--- config.mk ---
export PLATFORM = sky130hd
export DESIGN_NAME = inst_decode
export DESIGN_NICKNAME = d
export VERILOG_FILES = /design/src/rtl/cpu_pkg.sv /design/src/rtl/inst_decode_comb.sv /design/src/rtl/inst_decode.sv
export SDC_FILE = /design/constraint.sdc
export NUM_CORES = 1
export LEC_CHECK = 0
export CAP_MARGIN = 20
export CORE_ASPECT_RATIO = 2
export CORE_MARGIN = 1.5
export CORE_UTILIZATION = 42
export DETAILED_ROUTE_END_ITERATION = 12
export PLACE_DENSITY_LB_ADDON = 0.3
export SYNTH_ARGS = -nofsm -noshare
export SYNTH_HDL_FRONTEND = slang
export SYNTH_SLANG_ARGS = --single-unit
--- constraint.sdc ---
create_clock -name clk -period 2.2 [get_ports clk]
set_input_delay 0.44 -clock clk [delete_from_list [all_inputs] [get_ports clk]]
set_output_delay 0.44 -clock clk [all_outputs]
set_load 0.01 [all_outputs]
--- src/rtl/cpu_pkg.sv ---
// rtl/cpu_pkg.sv - shared CPU encodings: ALU ops, operand-2 selects, branch kinds, MIPS opcode/funct values.
// Optional field decode_t.illegal exists only with DECODE_ILLEGAL_TRAP_EN.
package cpu_pkg;

    typedef enum logic [3:0] {
        ALU_ADD  = 4'd0,
        ALU_SUB  = 4'd1,
        ALU_AND  = 4'd2,
        ALU_OR   = 4'd3,
        ALU_XOR  = 4'd4,
        ALU_NOR  = 4'd5,
        ALU_SLT  = 4'd6,
        ALU_SLTU = 4'd7,
        ALU_SLL  = 4'd8,
        ALU_SRL  = 4'd9,
        ALU_SRA  = 4'd10,
        ALU_LUI  = 4'd11
    } alu_op_t;

    // Operand-2 select, shared with the EX operand-2 mux.
    localparam logic [1:0] ALU_SRC_REG   = 2'b00;
    localparam logic [1:0] ALU_SRC_SHAMT = 2'b01;
    localparam logic [1:0] ALU_SRC_SEXT  = 2'b10;
    localparam logic [1:0] ALU_SRC_ZEXT  = 2'b11;

    localparam logic [1:0] BR_NONE = 2'b00;
    localparam logic [1:0] BR_EQ   = 2'b01;
    localparam logic [1:0] BR_NE   = 2'b10;

    localparam logic [5:0] OP_RTYPE = 6'h00;
    localparam logic [5:0] OP_J     = 6'h02;
    localparam logic [5:0] OP_JAL   = 6'h03;
    localparam logic [5:0] OP_BEQ   = 6'h04;
    localparam logic [5:0] OP_BNE   = 6'h05;
    localparam logic [5:0] OP_ADDI  = 6'h08;
    localparam logic [5:0] OP_ADDIU = 6'h09;
    localparam logic [5:0] OP_SLTI  = 6'h0a;
    localparam logic [5:0] OP_SLTIU = 6'h0b;
    localparam logic [5:0] OP_ANDI  = 6'h0c;
    localparam logic [5:0] OP_ORI   = 6'h0d;
    localparam logic [5:0] OP_XORI  = 6'h0e;
    localparam logic [5:0] OP_LUI   = 6'h0f;
    localparam logic [5:0] OP_LW    = 6'h23;
    localparam logic [5:0] OP_SW    = 6'h2b;

    localparam logic [5:0] FN_SLL  = 6'h00;
    localparam logic [5:0] FN_SRL  = 6'h02;
    localparam logic [5:0] FN_SRA  = 6'h03;
    localparam logic [5:0] FN_SLLV = 6'h04;
    localparam logic [5:0] FN_SRLV = 6'h06;
    localparam logic [5:0] FN_SRAV = 6'h07;
    localparam logic [5:0] FN_JR   = 6'h08;
    localparam logic [5:0] FN_ADD  = 6'h20;
    localparam logic [5:0] FN_ADDU = 6'h21;
    localparam logic [5:0] FN_SUB  = 6'h22;
    localparam logic [5:0] FN_SUBU = 6'h23;
    localparam logic [5:0] FN_AND  = 6'h24;
    localparam logic [5:0] FN_OR   = 6'h25;
    localparam logic [5:0] FN_XOR  = 6'h26;
    localparam logic [5:0] FN_NOR  = 6'h27;
    localparam logic [5:0] FN_SLT  = 6'h2a;
    localparam logic [5:0] FN_SLTU = 6'h2b;

    localparam logic [4:0] REG_RA = 5'd31;

    typedef struct packed {
        logic [4:0]  rs;
        logic [4:0]  rt;
        logic [4:0]  wreg_addr;
        logic [1:0]  alu_srcs;
        logic [4:0]  sa;
        logic [15:0] immediate;
        alu_op_t     alu_op;
        logic        reg_write;
        logic        mem_read;
        logic        mem_write;
        logic        jump;
        logic        link;
        logic        jr;
        logic [1:0]  branch;
`ifdef DECODE_ILLEGAL_TRAP_EN
        logic        illegal;
`endif
    } decode_t;

    function automatic decode_t decode_reset();
        decode_t d;
        d        = '0;
        d.alu_op = ALU_ADD;
        return d;
    endfunction

endpackage

--- src/rtl/inst_decode_comb.sv ---
// rtl/inst_decode_comb.sv - combinational MIPS-subset decode table, instruction word to control bundle.
// Sets decode_t.illegal only with DECODE_ILLEGAL_TRAP_EN.
module inst_decode_comb
    import cpu_pkg::*;
(
    input  logic [31:0] inst,
    output decode_t     dec
);

    logic [5:0] opcode;
    logic [5:0] funct;
    logic       known;
    logic       wr;

    assign opcode = inst[31:26];
    assign funct  = inst[5:0];

    always_comb begin
        dec           = decode_reset();
        dec.rs        = inst[25:21];
        dec.rt        = inst[20:16];
        dec.sa        = inst[10:6];
        dec.immediate = inst[15:0];
        dec.wreg_addr = (opcode == OP_RTYPE) ? inst[15:11] : inst[20:16];
        known         = 1'b1;
        wr            = 1'b0;

        if (opcode == OP_RTYPE) begin
            case (funct)
                FN_SLL:  begin dec.alu_op = ALU_SLL; dec.alu_srcs = ALU_SRC_SHAMT; wr = 1'b1; end
                FN_SRL:  begin dec.alu_op = ALU_SRL; dec.alu_srcs = ALU_SRC_SHAMT; wr = 1'b1; end
                FN_SRA:  begin dec.alu_op = ALU_SRA; dec.alu_srcs = ALU_SRC_SHAMT; wr = 1'b1; end
                FN_SLLV: begin dec.alu_op = ALU_SLL; wr = 1'b1; end
                FN_SRLV: begin dec.alu_op = ALU_SRL; wr = 1'b1; end
                FN_SRAV: begin dec.alu_op = ALU_SRA; wr = 1'b1; end
                FN_JR:   dec.jr = 1'b1;
                FN_ADD, FN_ADDU: begin dec.alu_op = ALU_ADD;  wr = 1'b1; end
                FN_SUB, FN_SUBU: begin dec.alu_op = ALU_SUB;  wr = 1'b1; end
                FN_AND:  begin dec.alu_op = ALU_AND;  wr = 1'b1; end
                FN_OR:   begin dec.alu_op = ALU_OR;   wr = 1'b1; end
                FN_XOR:  begin dec.alu_op = ALU_XOR;  wr = 1'b1; end
                FN_NOR:  begin dec.alu_op = ALU_NOR;  wr = 1'b1; end
                FN_SLT:  begin dec.alu_op = ALU_SLT;  wr = 1'b1; end
                FN_SLTU: begin dec.alu_op = ALU_SLTU; wr = 1'b1; end
                default: known = 1'b0;
            endcase
        end else begin
            case (opcode)
                OP_ADDI, OP_ADDIU: begin dec.alu_op = ALU_ADD; dec.alu_srcs = ALU_SRC_SEXT; wr = 1'b1; end
                OP_SLTI:  begin dec.alu_op = ALU_SLT;  dec.alu_srcs = ALU_SRC_SEXT; wr = 1'b1; end
                OP_SLTIU: begin dec.alu_op = ALU_SLTU; dec.alu_srcs = ALU_SRC_SEXT; wr = 1'b1; end
                OP_LW: begin
                    dec.alu_op   = ALU_ADD;
                    dec.alu_srcs = ALU_SRC_SEXT;
                    dec.mem_read = 1'b1;
                    wr           = 1'b1;
                end
                OP_SW: begin
                    dec.alu_op    = ALU_ADD;
                    dec.alu_srcs  = ALU_SRC_SEXT;
                    dec.mem_write = 1'b1;
                end
                OP_ANDI: begin dec.alu_op = ALU_AND; dec.alu_srcs = ALU_SRC_ZEXT; wr = 1'b1; end
                OP_ORI:  begin dec.alu_op = ALU_OR;  dec.alu_srcs = ALU_SRC_ZEXT; wr = 1'b1; end
                OP_XORI: begin dec.alu_op = ALU_XOR; dec.alu_srcs = ALU_SRC_ZEXT; wr = 1'b1; end
                OP_LUI:  begin dec.alu_op = ALU_LUI; dec.alu_srcs = ALU_SRC_SEXT; wr = 1'b1; end
                OP_BEQ:  begin dec.alu_op = ALU_SUB; dec.branch = BR_EQ; end
                OP_BNE:  begin dec.alu_op = ALU_SUB; dec.branch = BR_NE; end
                OP_J:    dec.jump = 1'b1;
                OP_JAL: begin
                    dec.jump      = 1'b1;
                    dec.link      = 1'b1;
                    dec.wreg_addr = REG_RA;
                    wr            = 1'b1;
                end
                default: known = 1'b0;
            endcase
        end

        // $zero is never a real destination, so all-zero words fall out as NOPs.
        dec.reg_write = wr && (dec.wreg_addr != 5'd0);

        if (!known) begin
            dec.alu_op    = ALU_ADD;
            dec.alu_srcs  = ALU_SRC_REG;
            dec.reg_write = 1'b0;
        end
`ifdef DECODE_ILLEGAL_TRAP_EN
        dec.illegal = !known;
`endif
    end

endmodule

--- src/rtl/inst_decode.sv ---
// rtl/inst_decode.sv - ID stage: decodes fetched instruction into a one-entry registered bundle for EX.
// DECODE_ILLEGAL_TRAP_EN adds out_illegal flagging unlisted encodings.
module inst_decode
    import cpu_pkg::*;
#(
    parameter int PC_W = 32
) (
    input  logic            clk,
    input  logic            rstn,
    input  logic            flush,
    input  logic            in_valid,
    output logic            in_ready,
    input  logic [31:0]     in_inst,
    input  logic [PC_W-1:0] in_pc,
    output logic            out_valid,
    input  logic            out_ready,
    output logic [PC_W-1:0] out_pc,
    output logic [4:0]      rs,
    output logic [4:0]      rt,
    output logic [4:0]      wreg_addr,
    output logic [1:0]      alu_srcs,
    output logic [4:0]      sa,
    output logic [15:0]     immediate,
    output alu_op_t         alu_op,
    output logic            reg_write,
    output logic            mem_read,
    output logic            mem_write,
    output logic            jump,
    output logic            link,
    output logic            jr,
    output logic [1:0]      branch
`ifdef DECODE_ILLEGAL_TRAP_EN
    ,
    output logic            out_illegal
`endif
);

    decode_t         dec;
    decode_t         bundle_q;
    logic            valid_q;
    logic [PC_W-1:0] pc_q;
    logic            accept;

    inst_decode_comb u_comb (
        .inst (in_inst),
        .dec  (dec)
    );

    assign in_ready = !valid_q || out_ready;
    assign accept   = in_valid && in_ready;

    always_ff @(posedge clk or negedge rstn) begin
        if (!rstn) begin
            valid_q  <= 1'b0;
            pc_q     <= '0;
            bundle_q <= decode_reset();
        end else if (flush) begin
            valid_q <= 1'b0;
        end else if (accept) begin
            valid_q  <= 1'b1;
            pc_q     <= in_pc;
            bundle_q <= dec;
        end else if (out_ready) begin
            valid_q <= 1'b0;
        end
    end

    assign out_valid = valid_q;
    assign out_pc    = pc_q;
    assign rs        = bundle_q.rs;
    assign rt        = bundle_q.rt;
    assign wreg_addr = bundle_q.wreg_addr;
    assign alu_srcs  = bundle_q.alu_srcs;
    assign sa        = bundle_q.sa;
    assign immediate = bundle_q.immediate;
    assign alu_op    = bundle_q.alu_op;
    assign reg_write = bundle_q.reg_write;
    assign mem_read  = bundle_q.mem_read;
    assign mem_write = bundle_q.mem_write;
    assign jump      = bundle_q.jump;
    assign link      = bundle_q.link;
    assign jr        = bundle_q.jr;
    assign branch    = bundle_q.branch;
`ifdef DECODE_ILLEGAL_TRAP_EN
    assign out_illegal = bundle_q.illegal;
`endif

endmodule
==> key figures, run 1 <==
Run status
  • Outcome: complete, no violations

Global routing
  • First-pass GRT wire length: 16700 um
  • Total Routing Usage GR: 25.4%
  • Overflow after GRT: 0
  • Initial antenna violation count: 0
  • Largest net degree at the start of global routing: a little under 60
  • Vias in the first global route: approximately 3400

Cells and area
  • Footprint of the multi-input gates: 1350 um^2
  • Post-route cell area: 5590 um^2
  • Layout area overhead: 62.0%
  • Commonest cells after routing, fill and taps aside: 183 x nand2_1, 147 x clkdlybuf4s50_1, 78 x dfrtp_1
  • Fillers: between 600 and 700
  • Antenna cells: 0
  • Fin nets: about 630
  • Share of cells above drive strength 1: between 10 and 15%
  • Sequential Area: around 2000 um^2
  • Commonest non-fill, non-tap cell in the layout: nand2_1

Floorplanning
  • Chip Width: 67.1 um
  • Rows: 46
  • Die Ht: 131 um
  • Die ar.: a little under 9000 um^2
  • Core Box Area: between 7000 and 8000 um^2
  • IO Count: ~150
  • Starting Density: a little over two fifths

Timing
  • Crit path time final: 2.13 ns
  • Final number of max-transition violations: 0
  • Least-Margin Pin Slew: 0.522 ns
  • Worst hold slack: just under 0.07 ns
  • Post-route clock period utilization: 96.7%
  • Final setup fails: 0
  • Unrepaired setup endpoints after global routing: false
  • Slew headroom: ~65%
  • Layout Skew: ~0.0038 ns
  • Final hold vios: 0
  • FMAX: about 470 MHz

Worst setup path
  • Worst Path Buf+Inv: 1
  • CP max stage cell: or4_4
  • Family with the most delay on the worst path: simple AND/OR/NAND/NOR gates
  • Worst path cell trace: dlygate4sd2_1 -> or4_4 -> or3_4 -> a311oi_4 -> a2111oi_4 -> a22o_1
  • Critical Path End Type: register
  • Setup CP Type: input pin to register
  • Crit path DAT: 2.34 ns
  • Data required, critical path: 2.42 ns
  • Startpoint Class: input pin
  • Worst stage delay on the critical path: ~0.53 ns
  • Crit-path max FO: 5

Placed design
  • Placed cell areas: between 5000 and 6000 um^2
  • HPWL Detailed: 8170 um
  • GP Congestion: roughly 0.9
  • Port bufs: 152

Drt
  • Iter 0 DRT Violations: ~230
  • Residual DRC: 0
  • ANT nets after route: 0
  • WL/cell: approximately 16 um
  • Drt total wl: ~11000 um
  • DR pass1 iterations: 4
  • Vias per inst: between 5 and 6
  • Vias: roughly 3400

Clock network
  • CTS root buf: clkbuf_16
  • Clock buffer depth: 2
  • H-Tree Depth: 3
  • Worst-path clk slew: around 0.060 ns
  • # hold bufs at CTS: 0
  • Sink Count: between 70 and 80
  • CTS buffer count: 9
  • Skew-Pair Late Insertion Delay: 0.33 ns
  • TritonCTS clock tree: done

Yosys
  • Mapped Nets: approximately 450
  • Area contributors post-synth: dfrtp_1 57%, nand2_1 20%, o21ai_0 1.9%, a22o_1 1.8%, nor2_1 1.7%
  • Area leader, netlist: dfrtp_1
  • Yosys cell types: 39
  • Post-Syn Instances: 385
  • Avg Cell Area, Syn: ~9.0 um^2
  • Yosys top cell area share: between 50% and 60%
  • Post-synth EDFFs: 0
  • Ys async rst share: between 90% and 100%
  • Synthesized cell area: 3450 um^2
  • Yosys warning total: 0
  • Flops & latches, synth: just under 80
  • Predominant post-synthesis flop cell: dfrtp_1
  • Sequential share of the synthesized area: between 50% and 60%

Worst hold path
  • Worst hold path class: input pin to async pin

Power
  • Pleak: around 2.7 nW
  • Total power: about 0.0044 W
  • Max rail drop VDD: slightly above 0.5 mV
  • PwrDens: ~800 nW/um^2

Run
  • # Max-Cap Violations: 0
[worst paths after layout]
path	start	endpoint	slack, ns	cells after the start
worst max-delay path	in_inst[30]	alu_op[3]	0.07	6
worst min-delay path	rstn	immediate[3]	0.07	1
worst max register to register	out_valid	wreg_addr[1]	0.70	6
worst min register to register	out_pc[18]	out_pc[18]	0.47	2
max in group asynchronous	rstn	out_pc[2]	1.52	2
min in group clk	out_pc[18]	out_pc[18]	0.47	2
[final cells by class]
| cell class | count | area share, % |
|---|---|---|
| clock inverter | 4 | 1.25 |
| sequential | 78 | 34.9 |
| multi-input combinational | 275 | 24.2 |
| timing repair buffer | 187 | 32.5 |
| clock buffer | 11 | 4.53 |
| tap | 96 | 2.15 |
| inverter | 7 | 0.470 |
[routing by layer]
layer	track usage, %	part of all wire [%]	routed length, um
met5	0	0	0
met4	14.6	5.2	558
met3	6.08	5.3	568
met2	45.5	55	5990
met1	25.1	34	3700
[flip-flops by register name (all words and copies together) (netlist names), 2 cells and up]
register   count
wreg_addr      5
out_pc        32
branch         2
rt             5
alu_op         4
rs             5
sa             4
alu_srcs       2
immediate     12
[cells in the mapped netlist (2+ instances only)]
master and n:
buf_4 5, nand2_1 183, o31ai_1 6, inv_1 7, a21oi_1 8, o211ai_1 3
or3_4 2, o32ai_1 2, nand3_1 2, clkbuf_8 2, or4_1 2, o21ai_0 13
nor2_1 16, a22o_1 7, clkbuf_1 13, nor2b_1 5, dfrtp_1 78, nor3_1 3
mux2i_1 5, buf_6 4
[worst reg2reg max path, stage by stage, from the launching register on]
cell      delay, ns
dfrtp_1        0.37
nor2b_1        0.16
inv_1          0.12
nand3b_4       0.13
buf_12         0.22
nor2_1         0.26
a21oi_1        0.11
[through the flow]
step                      TNS (ns)  std cells  setup WS [ns]  utilization [%]
after floorplan                  0        385          0.114                -
after global placement       -3.39        641         -0.380             65.8
after detailed placement     -4.57        641         -0.588             65.8
after CTS                        0        658         0.0258             70.3
after global routing             0        658        0.00815             70.3
final                            0        658         0.0726             70.3
[what timing repair did]
item	in CTS	in global routing
cloned	0	0
setup endpoints to repair	5	1
buffers inserted	2	0
pin swaps	5	1
resized for setup	7	0
[cell families (layout without fill, tap and decap cells)]
kind of cell,after synthesis,after routing,share of synthesized area [%]
flops,78,78,56.6
buf+inv,32,209,5.48
simple gates,223,223,26.7
compound gates,47,47,9.76
mux,5,5,1.45
[power by group]
group          switching, W  internal, W
clock network      0.000571      0.00105
registers          0.000105      0.00161
logic              0.000456     0.000562
total               0.00113      0.00322
Note: power is estimated with default switching activity, not from simulation.
==> inputs of run 2 (changes only) <==
CORE_UTILIZATION = 45   (was 42)
HOLD_SLACK_MARGIN = 0.06   (was default)
PLACE_DENSITY = 0.8   (was default)
PLACE_DENSITY_LB_ADDON = default   (was 0.3)
SYNTH_HIERARCHICAL = 1   (was default)
==> run 2 against run 1 <==
Against the previous run: non-clock buffer count fell by 2; sequential cell count rose by 5; sequential power increased by 9.9%; maximum frequency is 5.6% higher; via count is 13% lower; die area rose by 15%; sequential share of layout area decreased by 1.0 points; critical endpoint is now in_ready; largest cell class unchanged; largest power group unchanged.
==> key figures, run 2 <==
Run status
  • Outcome: complete, no violations

Worst setup path
  • Worst path cell trace: clkdlybuf4s50_1 -> nor2b_4 -> inv_1 -> clkdlybuf4s50_1
  • Reg-to-reg endpoint: out_pc[0]
  • Crit path DAT: 1.58 ns
  • Critical Path End Type: primary output
  • Startpoint Class: input pin
  • Crit-path max FO: 3
  • Setup CP Type: input pin to primary output
  • Most used cell along the critical path: clkdlybuf4s50_1
  • Reg2Reg Depth: 5
  • Data required, critical path: 1.76 ns
  • CP max stage cell: clkdlybuf4s50_1
  • Flop2flop setup slack: approximately 0.58 ns
  • Worst flop-to-flop path startpoint: out_valid
  • Worst stage delay on the critical path: between 0.5 and 0.6 ns

Cells and area
  • Commonest non-fill, non-tap cell in the layout: clkdlybuf4s50_1
  • Footprint of the multi-input gates: 1740 um^2
  • Layout area overhead: 43.2%
  • Fin nets: a little over 500
  • Share of cells above drive strength 1: between 30 and 40%
  • Fillers: between 700 and 800
  • Antenna cells: 0
  • Commonest cells after routing, fill and taps aside: 151 x clkdlybuf4s50_1, 83 x dfrtp_1, 81 x mux2_4
  • Fin cells: approximately 560
  • Sequential Area: slightly above 2000 um^2
  • Largest register FFs: 32

Timing
  • Final setup fails: 0
  • Post-route clock period utilization: between 90% and 100%
  • Slew headroom: 61.5%
  • Layout Skew: a little under 0.006 ns
  • Least-Margin Pin Slew: roughly 0.57 ns
  • Crit path time final: about 2 ns
  • Unrepaired setup endpoints after global routing: false
  • FMAX: approximately 500 MHz
  • Setup TNS: 0 ns
  • Final number of max-transition violations: 0
  • Final hold vios: 0

Placed design
  • GP Congestion: between 0.8 and 0.9
  • HPWL Detailed: about 7800 um
  • Port bufs: 152
  • DP Cell Count: approximately 540

Power
  • Max rail drop VDD: around 0.45 mV
  • Pleak: between 2 and 3 nW
  • PwrDens: 786 nW/um^2

Clock network
  • Sink Count: 83
  • TritonCTS clock tree: done
  • Clock buffer depth: 2
  • Post-CTS Repair Setup Buffers: 0
  • Skew-Pair Late Insertion Delay: between 0.3 and 0.4 ns
  • H-Tree Depth: 3
  • Worst-path clk slew: 0.06 ns
  • CTS buffer count: 9
  • Post_cts resized: 0
  • CTS root buf: clkbuf_16

Yosys
  • Yosys warning total: 6
  • Area leader, netlist: dfrtp_1
  • Avg Cell Area, Syn: 14.3 um^2
  • Ys async rst share: 100%
  • Yosys cell types: 37
  • Top-count cell post-synth: dfrtp_1
  • Post-Syn Instances: about 300
  • Predominant post-synthesis flop cell: dfrtp_1
  • Mapped Nets: about 370
  • Post-synth EDFFs: 0
  • Yosys top cell area share: roughly half
  • Synthesized cell area: 4280 um^2
  • Sequential share of the synthesized area: 48.6%
  • Synth top cells by count: 83 x dfrtp_1, 81 x mux2_4, 31 x buf_4
  • Area contributors post-synth: dfrtp_1 49%, mux2_4 28%, buf_4 5.4%, buf_12 4.2%, nand3_1 1.4%
  • Flops & latches, synth: 83

Global routing
  • Overflow after GRT: 0
  • Total Routing Usage GR: 21.4%
  • Initial antenna violation count: 0
  • Largest net degree at the start of global routing: between 40 and 50
  • First-pass GRT wire length: 16700 um
  • Vias in the first global route: around 3200

Floorplanning
  • Rows: 50
  • Die ar.: between 10000 and 15000 um^2
  • Core Box Area: between 9000 and 10000 um^2
  • Die Ht: 141 um
  • Chip Width: ~72 um
  • Starting Density: approximately 46%
  • IO Count: approximately 150

Drt
  • Iter 0 DRT Violations: between 150 and 200
  • Vias: slightly below 3000
  • WL/cell: 18.6 um
  • Drt total wl: a little over 10000 um
  • ANT nets after route: 0
  • Vias per inst: roughly 5.2
  • Residual DRC: 0
  • DR pass1 iterations: 4

Worst hold path
  • Worst hold path class: register to register
  • Hold Path End: out_pc[6]
  • Hold depth: 1
  • Hold path startpoint: out_pc[6]

Run
  • # Max-Cap Violations: 0
[run 2: cell types whose count changed after synthesis, moves of 6 or more]
cell      previous run  this run
o21ai_0             13         3
buf_12               0         9
a22o_1               7         0
clkbuf_1            13         6
nand2_1            183        11
mux2_4               0        81
nand3_1              2        12
buf_4                5        31
o31ai_1              6         0
[run 2: critical path, delay by kind of cell]
kind,cells,cell delay [ns]
buffers and inverters,3,1.07
AND/OR/NAND/NOR,1,0.06
[run 2: worst max path at each step]
| stage | startpoint | endpoint | depth (start not counted) |
|---|---|---|---|
| CTS | out_ready | in_ready | 4 |
| detailed placement | in_inst[27] | mem_write | 7 |
| global placement | in_inst[31] | reg_write | 6 |
| finish | out_ready | in_ready | 4 |
| floorplan | in_inst[29] | reg_write | 6 |
| global route | in_inst[31] | reg_write | 6 |
[run 2: cells by family (layout without fill, tap and decap cells)]
kind of cell    Yosys count  after routing  synth area share [%]
compound gates           19             19                  3.39
buf+inv                  52            207                  10.7
flops                    83             83                  48.6
mux                      84             84                  29.2
simple gates             61             61                  8.11
[run 2: timing repair]
item / 4_1_cts / 5_1_grt
endpoints found under the setup margin: 0 / 0
hold endpoints to repair: 19 / 0
hold buffers: 1 / 0
[run 2: final cells by class]
class | instances | share of cell area [%]
tap | 104 | 2.13
sequential | 83 | 33.9
clock inverter | 6 | 1.47
inverter | 6 | 0.368
timing repair buffer | 185 | 29.9
clock buffer | 10 | 3.74
multi-input combinational | 164 | 28.4
[run 2: power breakdown]
part	total (W)	internal (W)	leakage, nW	switching, W
clock	0.00160	0.000996	0.153	0.000600
combinational	0.00133	0.000870	1.58	0.000459
sequential	0.00189	0.00176	1.00	0.000133
total	0.00481	0.00362	2.74	0.00119
[run 2: through the flow]
stage          setup slack, ns  hold WS [ns]  util, %  cell area [um^2]  power, W
2_1_floorplan            0.197         0.144        -              4280   0.00253
3_3_place_gp           -0.0550         0.337     62.1              5790   0.00320
3_5_place_dp            -0.105         0.345     62.1              5790   0.00324
4_1_cts                  0.178         0.512     65.7              6120   0.00487
5_1_grt                  0.120         0.524     65.7              6120   0.00502
6_report                 0.185         0.509     65.7              6120   0.00481
[run 2: per-layer routing]
metal  part of all wire [%]  vias to the layer above  track usage [%]
li1                       -                     1318                -
met1                     37                     1444             23.3
met2                     55                      138             38.9
met3                    5.0                       21             4.29
met4                    3.2                        0             9.43
met5                      0                        -                0
==> inputs of run 3 (changes only) <==
CORE_ASPECT_RATIO = 0.5   (was 2)
HOLD_SLACK_MARGIN = default   (was 0.06)
==> run 3 against run 2 <==
Against the previous run: highest routed layer unchanged; critical path type unchanged; first-iteration DRC count down 7.2%; final cell count up 2.0%; die area unchanged.
==> key figures, run 3 (synthesis results as in run 2) <==
Power
  • Clock power frac: 31.8%
  • Max rail drop VDD: 0.391 mV
  • Sw Pwr: ~0.0012 W
  • Internal Power: approximately 0.0035 W
  • PwrDens: roughly 770 nW/um^2
  • Total power: 0.00470 W
  • Pleak: 2.71 nW
  • Sw Ratio: between 20% and 30%
  • Seq pwr share: 40.2%
  • Comb power frac: between 20 and 30%

Timing
  • Final hold vios: 0
  • Unrepaired setup endpoints after global routing: false
  • Final setup fails: 0
  • Slew headroom: about 64%
  • Post-route clock period utilization: ~92%
  • Final number of max-transition violations: 0
  • Final WS setup: 0.183 ns
  • Crit path time final: around 2.0 ns
  • Layout Skew: around 0.0071 ns
  • Least-Margin Pin Slew: 0.546 ns
  • FMAX: 496 MHz

Worst setup path
  • Worst stage delay on the critical path: roughly 0.52 ns
  • CP max stage cell: clkdlybuf4s50_1
  • Worst path cell trace: clkdlybuf4s50_1 -> nor2b_4 -> inv_1 -> clkdlybuf4s50_1
  • Startpoint Class: input pin
  • Crit-path max FO: 3
  • Most used cell along the critical path: clkdlybuf4s50_1
  • Critical Path End Type: primary output
  • Setup CP Type: input pin to primary output
  • Data required, critical path: 1.76 ns
  • Crit path DAT: approximately 1.6 ns

Placed design
  • DP Cell Count: ~550
  • Pre-CTS setup slack: -0.104 ns
  • Port bufs: ~150
  • HPWL Detailed: around 7300 um
  • GP Congestion: 0.820
  • Placed cell areas: a little under 6000 um^2

Cells and area
  • Sequential Area: between 2000 and 2500 um^2
  • Layout area overhead: 42.5%
  • Fillers: 643
  • Footprint of the multi-input gates: 1740 um^2
  • Share of cells above drive strength 1: about 30%
  • Largest register FFs: 32
  • Fin cells: about 570
  • Commonest cells after routing, fill and taps aside: 151 x clkdlybuf4s50_1, 83 x dfrtp_1, 81 x mux2_4
  • Commonest non-fill, non-tap cell in the layout: clkdlybuf4s50_1
  • Fin nets: ~520
  • Post-layout util: between 60 and 70%
  • Post-route cell area: 6090 um^2
  • Antenna cells: 0

Drt
  • DR pass1 iterations: 4
  • Iter 0 DRT Violations: about 150
  • Vias: about 2800
  • Residual DRC: 0
  • Vias per inst: between 4 and 5
  • Drt total wl: 9910 um
  • WL/cell: 17.4 um
  • ANT nets after route: 0

Clock network
  • Post_cts resized: 0
  • CTS root buf: clkbuf_16
  • Sink Count: 83
  • CTS buffer count: 9
  • # hold bufs at CTS: 0
  • TritonCTS clock tree: done
  • Clock buffer depth: 2
  • Skew-Pair Late Insertion Delay: approximately 0.33 ns
  • Worst-path clk slew: approximately 0.06 ns
  • H-Tree Depth: 3
  • Post-CTS Repair Setup Buffers: 0

Floorplanning
  • Core Box Area: about 8900 um^2
  • IO Count: 153
  • Chip Width: between 100 and 150 um
  • Starting Density: 47.8%
  • Die Ht: slightly above 70 um
  • Die ar.: between 10000 and 15000 um^2
  • Rows: 24

Worst hold path
  • Worst hold path class: input pin to async pin

Global routing
  • Overflow after GRT: 0
  • Initial antenna violation count: 0
  • Largest net degree at the start of global routing: 42
  • Total Routing Usage GR: 20.6%
  • Vias in the first global route: ~3000
  • First-pass GRT wire length: approximately 16000 um

Run
  • # Max-Cap Violations: 0

Run status
  • Outcome: complete, no violations
[run 3: path summary, 6_finish.rpt]
kind | slack [ns] | cells past startpoint | end | from
setup / recovery | 0.18 | 4 | in_ready | out_ready
max in group asynchronous | 1.49 | 2 | wreg_addr[4] | rstn
hold reg to reg | 0.51 | 1 | out_pc[12] | out_pc[12]
hold / removal | 0.09 | 1 | rs[3] | rstn
min in group clk | 0.51 | 1 | out_pc[12] | out_pc[12]
setup reg to reg | 0.60 | 5 | out_pc[27] | out_valid
[run 3: critical path, delay by kind of cell]
family,cells,cell delay [ns]
buffers and inverters,3,1.08
AND/OR/NAND/NOR,1,0.06
[run 3: layout make-up]
cell class,count,share of cell area (%)
sequential,83,34.1
timing repair buffer,183,29.8
multi-input combinational,164,28.6
clock buffer,10,3.76
tap,117,2.40
clock inverter,6,1.05
inverter,6,0.370
[run 3: routing by layer]
layer	vias up	global-route usage, %	wire [um]
met5	-	0	0
met1	1447	26.8	4350
li1	1309	-	-
met4	0	4.51	55
met3	4	5.68	405
met2	66	34.9	5110
[run 3: stage by stage]
step / setup TNS (ns) / hold WS [ns]
2_1_floorplan: 0 / 0.144
3_3_place_gp: -0.0415 / 0.457
3_5_place_dp: -0.104 / 0.461
4_1_cts: 0 / 0.106
5_1_grt: 0 / 0.126
6_report: 0 / 0.0906
[run 3: power by group through the flow]
stage / combinational [W] / clock (W) / sequential, W
6_report: 0.00132 / 0.00149 / 0.00189
3_3_place_gp: 0.00131 / 0 / 0.00190
4_1_cts: 0.00133 / 0.00151 / 0.00189
2_1_floorplan: 0.000523 / 0 / 0.00201
3_5_place_dp: 0.00133 / 0 / 0.00191
5_1_grt: 0.00139 / 0.00159 / 0.00191
